--- src/rtl/hdlc_rx_line_monitor_if.sv ---
// Bundle of serial lines, strobes, clear/select and monitor results for hdlc_rx_line_monitor.
interface hdlc_rx_line_monitor_if #(
  parameter int unsigned CHANNELS = 4,
  parameter int unsigned SIZE_W   = 8,
  parameter int unsigned CNT_W    = 16,
  parameter int unsigned SEL_W    = 2
);
  logic [CHANNELS-1:0]        Rx;
  logic [CHANNELS-1:0]        RxEN;
  logic                       Clear;
  logic [SEL_W-1:0]           Sel;
  logic [CHANNELS-1:0]        Rx_FlagDetect;
  logic [CHANNELS-1:0]        Rx_AbortDetect;
  logic [CHANNELS-1:0]        Rx_Idle;
  logic [CHANNELS-1:0]        Rx_FrameOk;
  logic [CHANNELS-1:0]        Rx_FrameErr;
  logic [CHANNELS*SIZE_W-1:0] Rx_FrameSize;
  logic [CNT_W-1:0]           FrameCnt;
  logic [CNT_W-1:0]           ErrCnt;
  logic [CNT_W-1:0]           AbortCnt;

  modport master (
    output Rx, RxEN, Clear, Sel,
    input  Rx_FlagDetect, Rx_AbortDetect, Rx_Idle, Rx_FrameOk, Rx_FrameErr,
    input  Rx_FrameSize, FrameCnt, ErrCnt, AbortCnt
  );

  modport slave (
    input  Rx, RxEN, Clear, Sel,
    output Rx_FlagDetect, Rx_AbortDetect, Rx_Idle, Rx_FrameOk, Rx_FrameErr,
    output Rx_FrameSize, FrameCnt, ErrCnt, AbortCnt
  );
endinterface

--- src/rtl/hdlc_rx_line_monitor.sv ---
// Multi-channel HDLC receive-line monitor: flag/abort/idle/stuffing recognition,
// frame length checking and per-channel saturating statistics counters.
module hdlc_rx_line_monitor #(
  parameter int unsigned CHANNELS  = 4,
  parameter int unsigned MAX_BYTES = 128,
  parameter int unsigned MIN_BYTES = 1,
  parameter int unsigned IDLE_LEN  = 15,
  parameter int unsigned CNT_W     = 16
) (
  input  logic                    Clk,
  input  logic                    Rst,
  hdlc_rx_line_monitor_if.slave   bus
);
  localparam int unsigned SIZE_W  = $clog2(MAX_BYTES + 1);
  localparam int unsigned SEL_W   = (CHANNELS > 1) ? $clog2(CHANNELS) : 1;
  localparam int unsigned BIT_MAX = MAX_BYTES * 8 + 8;
  localparam int unsigned BIT_W   = $clog2(BIT_MAX + 1);
  localparam int unsigned MUX_N   = 1 << SEL_W;

  typedef enum logic {HUNT = 1'b0, OPEN = 1'b1} state_t;

  logic [CHANNELS-1:0]        flag_v, abort_v, idle_v, ok_v, err_v;
  logic [CHANNELS*SIZE_W-1:0] size_v;
  logic [CNT_W-1:0]           frame_cnt [CHANNELS];
  logic [CNT_W-1:0]           err_cnt   [CHANNELS];
  logic [CNT_W-1:0]           abort_cnt [CHANNELS];

  for (genvar g = 0; g < CHANNELS; g++) begin : g_ch
    state_t             state;
    logic [7:0]         ones;
    logic               armed;
    logic [BIT_W-1:0]   bitcnt;
    logic               flag_q, abort_q, idle_q, ok_q, err_q;
    logic [SIZE_W-1:0]  size_q;
    logic [CNT_W-1:0]   fcnt, ecnt, acnt;

    logic               rx_bit, en;
    logic [7:0]         ones_nxt;
    logic               is_flag, is_abort, is_stuff;
    logic [BIT_W-1:0]   payload;
    logic               len_ok, frame_ok_c, frame_err_c, abort_cnt_c;

    assign rx_bit   = bus.Rx[g];
    assign en       = bus.RxEN[g];
    assign ones_nxt = !rx_bit ? 8'd0 :
                      (ones >= 8'(IDLE_LEN)) ? ones : ones + 8'd1;
    assign is_flag  = armed && !rx_bit && (ones == 8'd6);
    assign is_abort = armed &&  rx_bit && (ones == 8'd6);
    assign is_stuff = (state == OPEN) && !rx_bit && (ones == 8'd5);
    // A flag sharing its zero with the previous one leaves bitcnt at 6; treat as empty.
    assign payload  = (bitcnt > BIT_W'(7)) ? bitcnt - BIT_W'(7) : '0;
    assign len_ok   = (payload[2:0] == 3'd0) &&
                      (payload >= BIT_W'(MIN_BYTES * 8)) &&
                      (payload <= BIT_W'(MAX_BYTES * 8));
    assign frame_ok_c  = en && is_flag && (state == OPEN) && (payload != '0) && len_ok;
    assign frame_err_c = en && is_flag && (state == OPEN) && (payload != '0) && !len_ok;
    assign abort_cnt_c = en && is_abort && (state == OPEN);

    // Per-channel bit tracker, framing FSM and registered event outputs.
    always_ff @(posedge Clk or negedge Rst) begin
      if (!Rst) begin
        state   <= HUNT;
        ones    <= '0;
        armed   <= 1'b0;
        bitcnt  <= '0;
        flag_q  <= 1'b0;
        abort_q <= 1'b0;
        idle_q  <= 1'b0;
        ok_q    <= 1'b0;
        err_q   <= 1'b0;
        size_q  <= '0;
      end else begin
        flag_q  <= 1'b0;
        abort_q <= 1'b0;
        ok_q    <= frame_ok_c;
        err_q   <= frame_err_c;
        if (frame_ok_c) size_q <= SIZE_W'(payload >> 3);
        if (en) begin
          ones    <= ones_nxt;
          idle_q  <= (ones_nxt >= 8'(IDLE_LEN));
          flag_q  <= is_flag;
          abort_q <= is_abort;
          if (!rx_bit) armed <= 1'b1;
          case (state)
            HUNT: begin
              if (is_flag) begin
                state  <= OPEN;
                bitcnt <= '0;
              end
            end
            OPEN: begin
              if (is_abort) begin
                state <= HUNT;
              end else if (is_flag) begin
                bitcnt <= '0;
              end else if (!is_stuff && (bitcnt != BIT_W'(BIT_MAX))) begin
                bitcnt <= bitcnt + BIT_W'(1);
              end
            end
            default: state <= HUNT;
          endcase
        end
      end
    end

    // Saturating statistics counters; Clear overrides any increment.
    always_ff @(posedge Clk or negedge Rst) begin
      if (!Rst) begin
        fcnt <= '0;
        ecnt <= '0;
        acnt <= '0;
      end else if (bus.Clear) begin
        fcnt <= '0;
        ecnt <= '0;
        acnt <= '0;
      end else begin
        if (frame_ok_c  && (fcnt != {CNT_W{1'b1}})) fcnt <= fcnt + CNT_W'(1);
        if (frame_err_c && (ecnt != {CNT_W{1'b1}})) ecnt <= ecnt + CNT_W'(1);
        if (abort_cnt_c && (acnt != {CNT_W{1'b1}})) acnt <= acnt + CNT_W'(1);
      end
    end

    assign flag_v[g]                    = flag_q;
    assign abort_v[g]                   = abort_q;
    assign idle_v[g]                    = idle_q;
    assign ok_v[g]                      = ok_q;
    assign err_v[g]                     = err_q;
    assign size_v[g*SIZE_W +: SIZE_W]   = size_q;
    assign frame_cnt[g]                 = fcnt;
    assign err_cnt[g]                   = ecnt;
    assign abort_cnt[g]                 = acnt;
  end

  // Readout table padded with zeros for select values beyond the last channel.
  logic [CNT_W-1:0] frame_mux [MUX_N];
  logic [CNT_W-1:0] err_mux   [MUX_N];
  logic [CNT_W-1:0] abort_mux [MUX_N];

  for (genvar m = 0; m < MUX_N; m++) begin : g_mux
    if (m < CHANNELS) begin : g_live
      assign frame_mux[m] = frame_cnt[m];
      assign err_mux[m]   = err_cnt[m];
      assign abort_mux[m] = abort_cnt[m];
    end else begin : g_pad
      assign frame_mux[m] = '0;
      assign err_mux[m]   = '0;
      assign abort_mux[m] = '0;
    end
  end

  assign bus.Rx_FlagDetect  = flag_v;
  assign bus.Rx_AbortDetect = abort_v;
  assign bus.Rx_Idle        = idle_v;
  assign bus.Rx_FrameOk     = ok_v;
  assign bus.Rx_FrameErr    = err_v;
  assign bus.Rx_FrameSize   = size_v;
  assign bus.FrameCnt       = frame_mux[bus.Sel];
  assign bus.ErrCnt         = err_mux[bus.Sel];
  assign bus.AbortCnt       = abort_mux[bus.Sel];
endmodule

--- src/flat_wrapper.sv ---
// flat-port wrapper written by rule: the top's interface ports become plain ports
module hdlc_rx_line_monitor_flat 
#(
  parameter int unsigned CHANNELS  = 4,
  parameter int unsigned MAX_BYTES = 128,
  parameter int unsigned MIN_BYTES = 1,
  parameter int unsigned IDLE_LEN  = 15,
  parameter int unsigned CNT_W     = 16
)
  (Clk, Rst, bus_Rx, bus_RxEN, bus_Clear, bus_Sel, bus_Rx_FlagDetect, bus_Rx_AbortDetect, bus_Rx_Idle, bus_Rx_FrameOk, bus_Rx_FrameErr, bus_Rx_FrameSize, bus_FrameCnt, bus_ErrCnt, bus_AbortCnt);
  hdlc_rx_line_monitor_if #(.CHANNELS(CHANNELS), .SIZE_W((8)), .CNT_W(CNT_W), .SEL_W((2))) bus_i ();
  input  logic Clk;
  input  logic Rst;
  input wire logic [$bits(bus_i.Rx)-1:0] bus_Rx;
  input wire logic [$bits(bus_i.RxEN)-1:0] bus_RxEN;
  input wire logic [$bits(bus_i.Clear)-1:0] bus_Clear;
  input wire logic [$bits(bus_i.Sel)-1:0] bus_Sel;
  output wire logic [$bits(bus_i.Rx_FlagDetect)-1:0] bus_Rx_FlagDetect;
  output wire logic [$bits(bus_i.Rx_AbortDetect)-1:0] bus_Rx_AbortDetect;
  output wire logic [$bits(bus_i.Rx_Idle)-1:0] bus_Rx_Idle;
  output wire logic [$bits(bus_i.Rx_FrameOk)-1:0] bus_Rx_FrameOk;
  output wire logic [$bits(bus_i.Rx_FrameErr)-1:0] bus_Rx_FrameErr;
  output wire logic [$bits(bus_i.Rx_FrameSize)-1:0] bus_Rx_FrameSize;
  output wire logic [$bits(bus_i.FrameCnt)-1:0] bus_FrameCnt;
  output wire logic [$bits(bus_i.ErrCnt)-1:0] bus_ErrCnt;
  output wire logic [$bits(bus_i.AbortCnt)-1:0] bus_AbortCnt;
  assign bus_i.Rx = bus_Rx;
  assign bus_i.RxEN = bus_RxEN;
  assign bus_i.Clear = bus_Clear;
  assign bus_i.Sel = bus_Sel;
  assign bus_Rx_FlagDetect = bus_i.Rx_FlagDetect;
  assign bus_Rx_AbortDetect = bus_i.Rx_AbortDetect;
  assign bus_Rx_Idle = bus_i.Rx_Idle;
  assign bus_Rx_FrameOk = bus_i.Rx_FrameOk;
  assign bus_Rx_FrameErr = bus_i.Rx_FrameErr;
  assign bus_Rx_FrameSize = bus_i.Rx_FrameSize;
  assign bus_FrameCnt = bus_i.FrameCnt;
  assign bus_ErrCnt = bus_i.ErrCnt;
  assign bus_AbortCnt = bus_i.AbortCnt;
  hdlc_rx_line_monitor #(.CHANNELS(CHANNELS), .MAX_BYTES(MAX_BYTES), .MIN_BYTES(MIN_BYTES), .IDLE_LEN(IDLE_LEN), .CNT_W(CNT_W)) u_core (.Clk(Clk), .Rst(Rst), .bus(bus_i));
endmodule
--- config.mk ---
export PLATFORM = sky130hd
export DESIGN_NAME = hdlc_rx_line_monitor_flat
export DESIGN_NICKNAME = d
export VERILOG_FILES = /design/src/rtl/hdlc_rx_line_monitor_if.sv /design/src/rtl/hdlc_rx_line_monitor.sv /design/src/flat_wrapper.sv
export SDC_FILE = /design/constraint.sdc
export NUM_CORES = 1
export LEC_CHECK = 0
export CORE_MARGIN = 3
export CORE_UTILIZATION = 32
export CTS_CLUSTER_DIAMETER = 120
export DETAILED_ROUTE_END_ITERATION = 6
export DONT_BUFFER_PORTS = 1
export SLEW_MARGIN = 20
export SYNTH_ARGS = -nofsm -noshare
export SYNTH_HDL_FRONTEND = slang
export SYNTH_SLANG_ARGS = --single-unit
--- constraint.sdc ---
create_clock -name Clk -period 3.9 [get_ports Clk]
set_clock_uncertainty 0.1 [all_clocks]
set_input_delay 1.17 -clock Clk [delete_from_list [all_inputs] [get_ports Clk]]
set_output_delay 1.17 -clock Clk [all_outputs]
set_load 0.05 [all_outputs]
== Word-level counts from Yosys, hierarchy flattened ==
Index checks and enable logic that the tools add are counted.

* Register bits after elaboration: 328
* Input port bits: 13
* Output and inout port bits: 100
* Logic and storage cells: 343

* $add $sub $neg: 24
* Order comparisons: 21
* Equal/unequal tests: 36
* Multiplexer cells: 85
* Bitwise logic cells: 9
* Reductions and logical operators: 116

{| class="wikitable"
|+ Operator list
! operator !! number
|-
| two-way mux 16 bit || 30
|-
| two-way mux 11 bit || 20
|-
| adder 16 x 1 -> 16 bit (second input constant) || 12
|-
| inequality test 16 bit (second input constant) || 12
|-
| binary-select mux 16 bit (select 2 bit) || 3
|-
| one-hot mux 11 bit (2 select lines) || 4
|-
| logical AND 1 bit || 76
|-
| == test 8 x 3 -> 1 bit (second input constant) || 8
|-
| >= comparator 8 x 4 -> 1 bit (second input constant) || 8
|-
| two-way mux 8 bit || 8
|-
| adder 11 x 1 -> 11 bit (second input constant) || 4
|-
| >= comparator 11 x 4 -> 1 bit (second input constant) || 4
|-
| > comparator 11 x 3 -> 1 bit (second input constant) || 4
|-
| less-or-equal comparator 11 bit (second input constant) || 4
|-
| inequality test 11 bit (second input constant) || 4
|-
| nonzero test 11 bit || 4
|-
| subtractor 11 x 3 -> 11 bit (second input constant) || 4
|-
| adder 8 x 1 -> 8 bit (second input constant) || 4
|-
| nonzero test 2 bit || 12
|-
| two-way mux 1 bit || 16
|-
| AND reduction 4 bit || 4
|-
| zero test 1 bit || 12
|-
| zero test 3 bit || 4
|-
| inequality test 3 bit (second input constant) || 4
|-
| other kinds (7) || 26
|}

== Longest topological paths before layout ==
Gate-level depths: netlist (run 1).

* Word-level depth: 10
* Depth in mapped cells: 12
* Depth with buffers taken out: 9

== Worst setup path before layout (run 1) ==
OpenSTA, ideal clock, no wires.

* Path kind: input-to-output
* From: input bus_Sel[0]
* To: output bus_ErrCnt[13]
* Arrival time: 2.942 ns
* Path slack: -0.312 ns
* Stages: 3
* Cells stage by stage: buf_1 > buf_1 > mux4_2

* Longest elaborated chain between the ends: 4

{| class="wikitable"
|+ Ends and longest elaborated chain
! item !! line !! RTL
|-
| from (decl) || flat_wrapper.sv:17 || <nowiki>input wire logic [$bits(bus_i.Sel)-1:0] bus_Sel;</nowiki>
|-
| inverter 2 -> 3 bit (implied by the code) || hdlc_rx_line_monitor.sv:158 || <nowiki>assign bus.ErrCnt = err_mux[bus.Sel];</nowiki>
|-
| binary-select mux 16 bit (select 2 bit) || hdlc_rx_line_monitor.sv:158 ||
|-
| two-way mux 16 bit (implied by the code) (2 in series) || hdlc_rx_line_monitor.sv:158 ||
|-
| to (decl) || flat_wrapper.sv:25 || <nowiki>output wire logic [$bits(bus_i.ErrCnt)-1:0] bus_ErrCnt;</nowiki>
|}

No other way between the ends. The select of a mux whose other input is x is not followed.

== Final worst setup path (run 1) ==
* From: register u_core.g_ch[0].bitcnt[4]
* To: register u_core.g_ch[0].fcnt[11]

* Longest elaborated chain between the ends: 8
* Elaborated cells between the ends (all ways): 13

{| class="wikitable"
|+ Ends and longest elaborated chain
! item !! line !! RTL
|-
| from (decl) || hdlc_rx_line_monitor.sv:32 || <nowiki>logic [BIT_W-1:0] bitcnt;</nowiki>
|-
| from (signal assigned) || hdlc_rx_line_monitor.sv:97 || <nowiki>bitcnt <= bitcnt + BIT_W'(1);</nowiki>
|-
| subtractor 11 x 3 -> 11 bit / > comparator 11 x 3 -> 1 bit (equally long branches) || hdlc_rx_line_monitor.sv:51 || <nowiki>assign payload = (bitcnt > BIT_W'(7)) ? bitcnt - BIT_W'(7) : '0;</nowiki>
|-
| two-way mux 11 bit (*) || hdlc_rx_line_monitor.sv:51 ||
|-
| >= comparator 11 x 4 -> 1 bit / zero test 3 bit (equally long branches) || hdlc_rx_line_monitor.sv:53, hdlc_rx_line_monitor.sv:52 ||
|-
| logical AND 1 bit || hdlc_rx_line_monitor.sv:52 || <nowiki>assign len_ok = (payload[2:0] == 3'd0) &&</nowiki>
|-
| logical AND 1 bit || hdlc_rx_line_monitor.sv:53 || <nowiki>(payload >= BIT_W'(MIN_BYTES * 8)) &&</nowiki>
|-
| logical AND 1 bit (*) || hdlc_rx_line_monitor.sv:55 || <nowiki>assign frame_ok_c = en && is_flag && (state == OPEN) && (payload != '0) && len_ok;</nowiki>
|-
| logical AND 1 bit (*) || hdlc_rx_line_monitor.sv:117 || <nowiki>if (frame_ok_c && (fcnt != {CNT_W{1'b1}})) fcnt <= fcnt + CNT_W'(1);</nowiki>
|-
| nonzero test 2 bit (no line) (*) || -- ||
|-
| to (signal assigned) || hdlc_rx_line_monitor.sv:117 ||
|-
| to (decl) || hdlc_rx_line_monitor.sv:35 || <nowiki>logic [CNT_W-1:0] fcnt, ecnt, acnt;</nowiki>
|}

Mark *: on every way between the ends. The rest lies on a longest branch, timed or not.
A chain may end at the register's enable or synchronous reset.

==> results of run 1 <==
[kinds of logic (layout without fill, tap and decap cells)]
group	Yosys count	in the layout
flops	328	328
buf+inv	208	163
compound gates	418	418
mux	86	86
xor+xnor	108	108
fa+ha+maj	32	32
simple gates	861	861
[through the flow]
| step | power, mW | cells | area (sq um) |
|---|---|---|---|
| 3_3_place_gp | 4.46 | 2695 | 19700 |
| 3_5_place_dp | 4.48 | 2695 | 19700 |
| 2_1_floorplan | 4.36 | 2041 | 19200 |
| 4_1_cts | 8.51 | 2769 | 21000 |
| 5_1_grt | 8.74 | 2769 | 21100 |
| 6_report | 8.37 | 2769 | 21100 |
[worst register-to-register path, stage by stage, from the launching register on]
cell and delay, ns:
dfrtp_1 0.49, or4_1 0.70, or4_1 0.69, o31ai_4 0.18, o311a_2 0.28, o211ai_4 0.24, or4_1 0.55, a21oi_1 0.16
[area by class of cell]
cell class / count / area share, %
multi-input combinational: 1505 / 47.9
timing repair buffer: 17 / 0.606
tap: 773 / 4.59
clock buffer: 60 / 5.84
inverter: 72 / 1.28
sequential: 328 / 39.0
clock inverter: 14 / 0.761
[power by group]
part | leakage [nW] | total [mW] | internal, mW | switching, mW
clock | 0.679 | 3.94 | 2.39 | 1.55
sequential | 4.53 | 3.69 | 3.50 | 0.194
combinational | 3.31 | 0.736 | 0.288 | 0.448
total | 8.53 | 8.37 | 6.17 | 2.19
[worst max path at each step]
stage	cells after the start	slack (ns)	from	to
final	7	0.43	u_core.g_ch[0].bitcnt[4]	u_core.g_ch[0].fcnt[11]
after global routing	7	0.19	u_core.g_ch[0].bitcnt[3]	u_core.g_ch[0].fcnt[11]
after CTS	7	0.44	u_core.g_ch[0].bitcnt[4]	u_core.g_ch[0].fcnt[11]
after detailed placement	8	0.41	bus_Rx[3]	u_core.g_ch[3].fcnt[15]
after global placement	9	0.48	bus_Rx[3]	u_core.g_ch[3].fcnt[15]
after floorplan	3	0.18	bus_Sel[0]	bus_ErrCnt[13]
[registers in the layout (all words and copies together), names as in the netlist]
name / flops
u_core.g_ch.size_q: 32
u_core.g_ch.ecnt: 64
u_core.g_ch.idle_q: 4
u_core.g_ch.ones: 32
u_core.g_ch.ok_q: 4
u_core.g_ch.flag_q: 4
u_core.g_ch.fcnt: 64
u_core.g_ch.bitcnt: 44
u_core.g_ch.armed: 4
u_core.g_ch.err_q: 4
u_core.g_ch.state: 4
u_core.g_ch.acnt: 64
u_core.g_ch.abort_q: 4
[routing by layer]
| metal | part of all wire (%) | track usage [%] | vias to the layer above |
|---|---|---|---|
| met5 | 0 | 0 | - |
| met4 | 3.3 | 5.50 | 0 |
| met2 | 46 | 25.1 | 331 |
| met1 | 46 | 21.0 | 7505 |
| met3 | 5.1 | 3.29 | 85 |
| li1 | - | - | 7270 |
[cells in the mapped netlist (all sizes together) (28+ instances only)]
| cell | count |
|---|---|
| nand3 | 95 |
| nand2b | 29 |
| xnor2 | 47 |
| mux4 | 48 |
| clkbuf | 82 |
| a21oi | 116 |
| o31ai | 50 |
| inv | 72 |
| nand2 | 162 |
| nor3 | 49 |
| and3 | 49 |
| ha | 32 |
| nor2 | 165 |
| or3 | 74 |
| nand4 | 67 |
| and2 | 28 |
| buf | 54 |
| o21ai | 150 |
| dfrtp | 328 |
| xor2 | 61 |
| or4 | 36 |
==> results.cfg, run 1 <==
[clocking]
cts.path.max_buffers = 3
cts-hold-fix-buffers = 0
postCtsResizedCells = 0
htree_levels = 2
cts.clk_slew.worst_paths_ns = 0.06
clk_latency_ns = 0.56
cts-root-buf = clkbuf_16
cts_tree = built
numCtsBuffers = 41
clkSinkCount = 328
postCtsSetupBuffers = 0

[worst_setup_path]
cp_cell_sequence = or4_1 -> or4_1 -> o31ai_4 -> o311a_2 -> o211ai_4 -> or4_1 -> a21oi_1
critical_path_arrival_ns = 3.84
crit_required_ns = 4.27
cpMostUsedCell = or4_1
r2r_end = u_core.g_ch[0].fcnt[11]
r2r_slack_ns = 0.43
crit_family = simple AND/OR/NAND/NOR gates
critPathBufInv = 0
max_stage_delay_ns = 0.70
endpoint_kind = flip-flop
rr_worst_depth = 7
crit-reg2reg-launch = u_core.g_ch[0].bitcnt[4]
critPathKind = reg2reg
worstPathMaxFanout = 30
start_kind = flip-flop
critPathSlowestCell = or4_1

[timing]
max_freq_mhz = 288
finalWorstSetupSlack_ns = 0.433
fin_crit_sh_pct = 88.9
worst_pin_slew_ns = 1.02
tns_ns = 0
setup_viol = 0
hold_viol = 0
holdWs_ns = 0.212
relSlewSlack_pct = 32.3
fin_crit_ns = 3.47
rsz0062_at_grt = no
slew_viol_final = 0

[synth]
synth_top_area_cell = dfrtp_1
synthFlopType = dfrtp_1
synthDominantCellAreaShare_pct = 42.8
syn_nets = 2086
ys_seq_elements = 328
synth-xor-area-share_pct = 4.93
synth_compound_gate_area_share_pct = 13.7
synth_cell_types = 85
syn_inst = 2041
syn-mean-instance-area_sq_um = 9.39
synth_fa_ha_area_share_pct = 2.09
syn-cell-area_sq_mm = 0.0192
synth_edf_count = 0
synth-simple-area-share_pct = 24.0
yosysWarnings = 0
ys_seq_area_share_pct = 42.8
synth_async_sr_flop_share_pct = 100
synthMuxAreaShare_pct = 7.75
synthTopCellsByArea = dfrtp_1 43%, mux4_2 5.6%, o21ai_0 3.7%, nor2_1 3.2%, nand2_1 3.2%
synth_top_family_by_area = simple AND/OR/NAND/NOR gates

[layout]
final_core_util_pct = 35.6
areaGrowthSynthToFinish_pct = 9.83
seq_area_sq_mm = 0.00821
nets = 2010
multi_input_area_sq_mm = 0.0101
fillers = 5828
final_layout_size_suffix_gt1_share_pct = 9.17
diodes = 0
final_common_cell = dfrtp_1
layout_common_cells = 328 x dfrtp_1, 165 x nor2_1, 161 x nand2_1

[global_routing]
antenna_found_initial = 0
grt_pass1_vias = 14600
grt_pass1_wl_microns = 80400
grt_max_degree = 329
track_usage_pct = 15.6
overflow = 0

[place]
pre_cts_ws_ns = 0.411
place.gp.congestion = 0.861
portBuffers = 0
dp_hpwl_microns = 33900

[detailed_routing]
drtPass1Iterations = 5
drc = 0
wire_per_inst_microns = 18.0
avgViaCountPerCell = 5.49
drt_wl_total_microns = 49700
vias = 15200
final_antenna_net_count = 0
drtIter0Drc = 1246

[pwr]
power_leakage_nw = 8.53
peakVddDrop_mv = 0.298
powerDensity_mw_per_mm2 = 397

[floorplanning]
die_width_microns = 251
fp-row-count = 89
fp.coreArea_sq_mm = 0.0591
die_area_sq_mm = 0.0629
start_util_pct = 32.4
dieHeight_microns = 251
ioPinCount = 113

[run_status]
status = complete, no violations

[job]
drv_cap = 0

[hold_path]
hold_path_class = in2async
(Power assumes the default switching activity.)
==> inputs of run 2 (changes only) <==
--- a/config.mk
+++ b/config.mk
@@ -5,7 +5,7 @@
 export SDC_FILE = /design/constraint.sdc
 export NUM_CORES = 1
 export LEC_CHECK = 0
-export CORE_MARGIN = 3
+export CORE_MARGIN = 5
 export CORE_UTILIZATION = 32
 export CTS_CLUSTER_DIAMETER = 120
 export DETAILED_ROUTE_END_ITERATION = 6
==> results.cfg, run 2 (same netlist as run 1, synthesis figures left out) <==
[detailed_routing]
route.met3.wl_microns = 2830
vias = 15300
wl_met2_microns = 22800
avgViaCountPerCell = 5.53
highest_layer = met4
drtIter0Drc = 1248
final_antenna_net_count = 0
met1_length_microns = 22300
drc = 0
drtPass1Iterations = 5
drt_wl_total_microns = 50000
wire_per_inst_microns = 18.1

[timing]
rsz0062_at_grt = no
relSlewSlack_pct = 34.7
slew_viol_final = 0
setup_viol = 0
fin_crit_sh_pct = 88.7
fin_crit_ns = 3.46
tns_ns = 0
max_freq_mhz = 289
worst_pin_slew_ns = 0.980
hold_viol = 0
holdWs_ns = 0.234

[floorplanning]
fp.coreArea_sq_mm = 0.0591
ioPinCount = 113
dieHeight_microns = 255
fp-row-count = 89
die_width_microns = 255
start_util_pct = 32.4
die_area_sq_mm = 0.0649

[clocking]
clk_latency_ns = 0.56
postCtsSetupBuffers = 0
cts-hold-fix-buffers = 0
cts.clk_slew.worst_paths_ns = 0.06
cts_tree = built
clkSinkCount = 328
cts.path.max_buffers = 3
numCtsBuffers = 42
cts-root-buf = clkbuf_16
postCtsResizedCells = 0
htree_levels = 2

[worst_setup_path]
critPathSlowestCell = or4_1
r2r_end = u_core.g_ch[0].fcnt[11]
max_stage_delay_ns = 0.70
rr_worst_depth = 7
r2r_slack_ns = 0.44
cpMostUsedCell = or4_1
crit-reg2reg-launch = u_core.g_ch[0].bitcnt[3]
crit_required_ns = 4.27
critical_path_arrival_ns = 3.83
crit_start = u_core.g_ch[0].bitcnt[3]
worstSetupEndpoint = u_core.g_ch[0].fcnt[11]
endpoint_kind = flip-flop
worstPathMaxFanout = 30
start_kind = flip-flop
cp_cell_sequence = or4_1 -> or4_1 -> o31ai_4 -> o311a_2 -> o211ai_4 -> or4_1 -> a21oi_1
critPathKind = reg2reg

[run_status]
status = complete, no violations

[layout]
final_core_util_pct = 35.7
final_common_cell = dfrtp_1
diodes = 0
nets = 2011
seq_area_sq_mm = 0.00821
final_layout_size_suffix_gt1_share_pct = 9.12
reg.largest.list = u_core.g_ch.acnt: 64 flops, u_core.g_ch.ecnt: 64 flops, u_core.g_ch.fcnt: 64 flops
fillers = 5888
layout_common_cells = 328 x dfrtp_1, 165 x nor2_1, 161 x nand2_1
areaGrowthSynthToFinish_pct = 10.1
multi_input_area_sq_mm = 0.0101

[global_routing]
grt_max_degree = 329
overflow = 0
track_usage_pct = 15.0
antenna_found_initial = 2
grt_pass1_vias = 14600
grt_pass1_wl_microns = 79900

[pwr]
powerDensity_mw_per_mm2 = 402
report.power.total_mw = 8.48
power_leakage_nw = 8.55
peakVddDrop_mv = 0.263

[hold_path]
hold_path_class = in2async

[job]
drv_cap = 0

[place]
dp_hpwl_microns = 34100
place.gp.congestion = 0.831
portBuffers = 0
==> run 2: cell count changes in the layout (fill, tap and decap cells not counted) <==
| cell | before | now |
|---|---|---|
| clkbuf_16 | 43 | 45 |
| clkinvlp_4 | 3 | 1 |
| bufinv_16 | 3 | 4 |
| clkbuf_8 | 9 | 8 |
| clkinv_4 | 1 | 0 |
==> run 2: worst min-delay path by stage <==
stage | startpoint | endpoint | slack (ns) | depth (start not counted)
floorplan | u_core.g_ch[3].armed | u_core.g_ch[3].armed | 0.33 | 1
global placement | u_core.g_ch[3].armed | u_core.g_ch[3].armed | 0.36 | 1
detailed placement | u_core.g_ch[3].armed | u_core.g_ch[3].armed | 0.36 | 1
CTS | Rst | u_core.g_ch[3].abort_q | 0.18 | 0
global route | Rst | u_core.g_ch[3].abort_q | 0.19 | 0
finish | Rst | u_core.g_ch[3].abort_q | 0.23 | 0
==> run 2: final cells by class <==
cell class,instances,share of cell area [%]
inverters,72,1.28
multi-input cells,1505,47.8
well taps,773,4.58
repair buffers,17,0.605
flip-flops and latches,328,38.9
clock buffers,61,6.00
clock inverters,12,0.789
==> run 2: power breakdown <==
part | switching (mW) | internal (mW)
Combinational | 0.456 | 0.288
Clock | 1.54 | 2.51
Sequential | 0.199 | 3.50
Total | 2.19 | 6.29
==> run 2: routing by layer <==
metal	vias to the layer above	GRT usage, %
li1	7265	-
met1	7569	20.3
met2	381	23.5
met3	99	3.58
met4	0	5.88
met5	-	0
==> run 2: metrics by stage <==
stage / setup WS, ns / cells / area (sq um)
floorplan: 0.182 / 2041 / 19200
global placement: 0.503 / 2695 / 19700
detailed placement: 0.460 / 2695 / 19700
CTS: 0.432 / 2768 / 21100
global route: 0.255 / 2768 / 21100
finish: 0.439 / 2768 / 21100
==> run 2: worst max-delay path: cells and delay by family, from the launching register on <==
kind	cells	cell delay (ns)
DFF	1	0.50
and+or+nand+nor	3	1.93
AOI/OAI and AO/OA	4	0.84
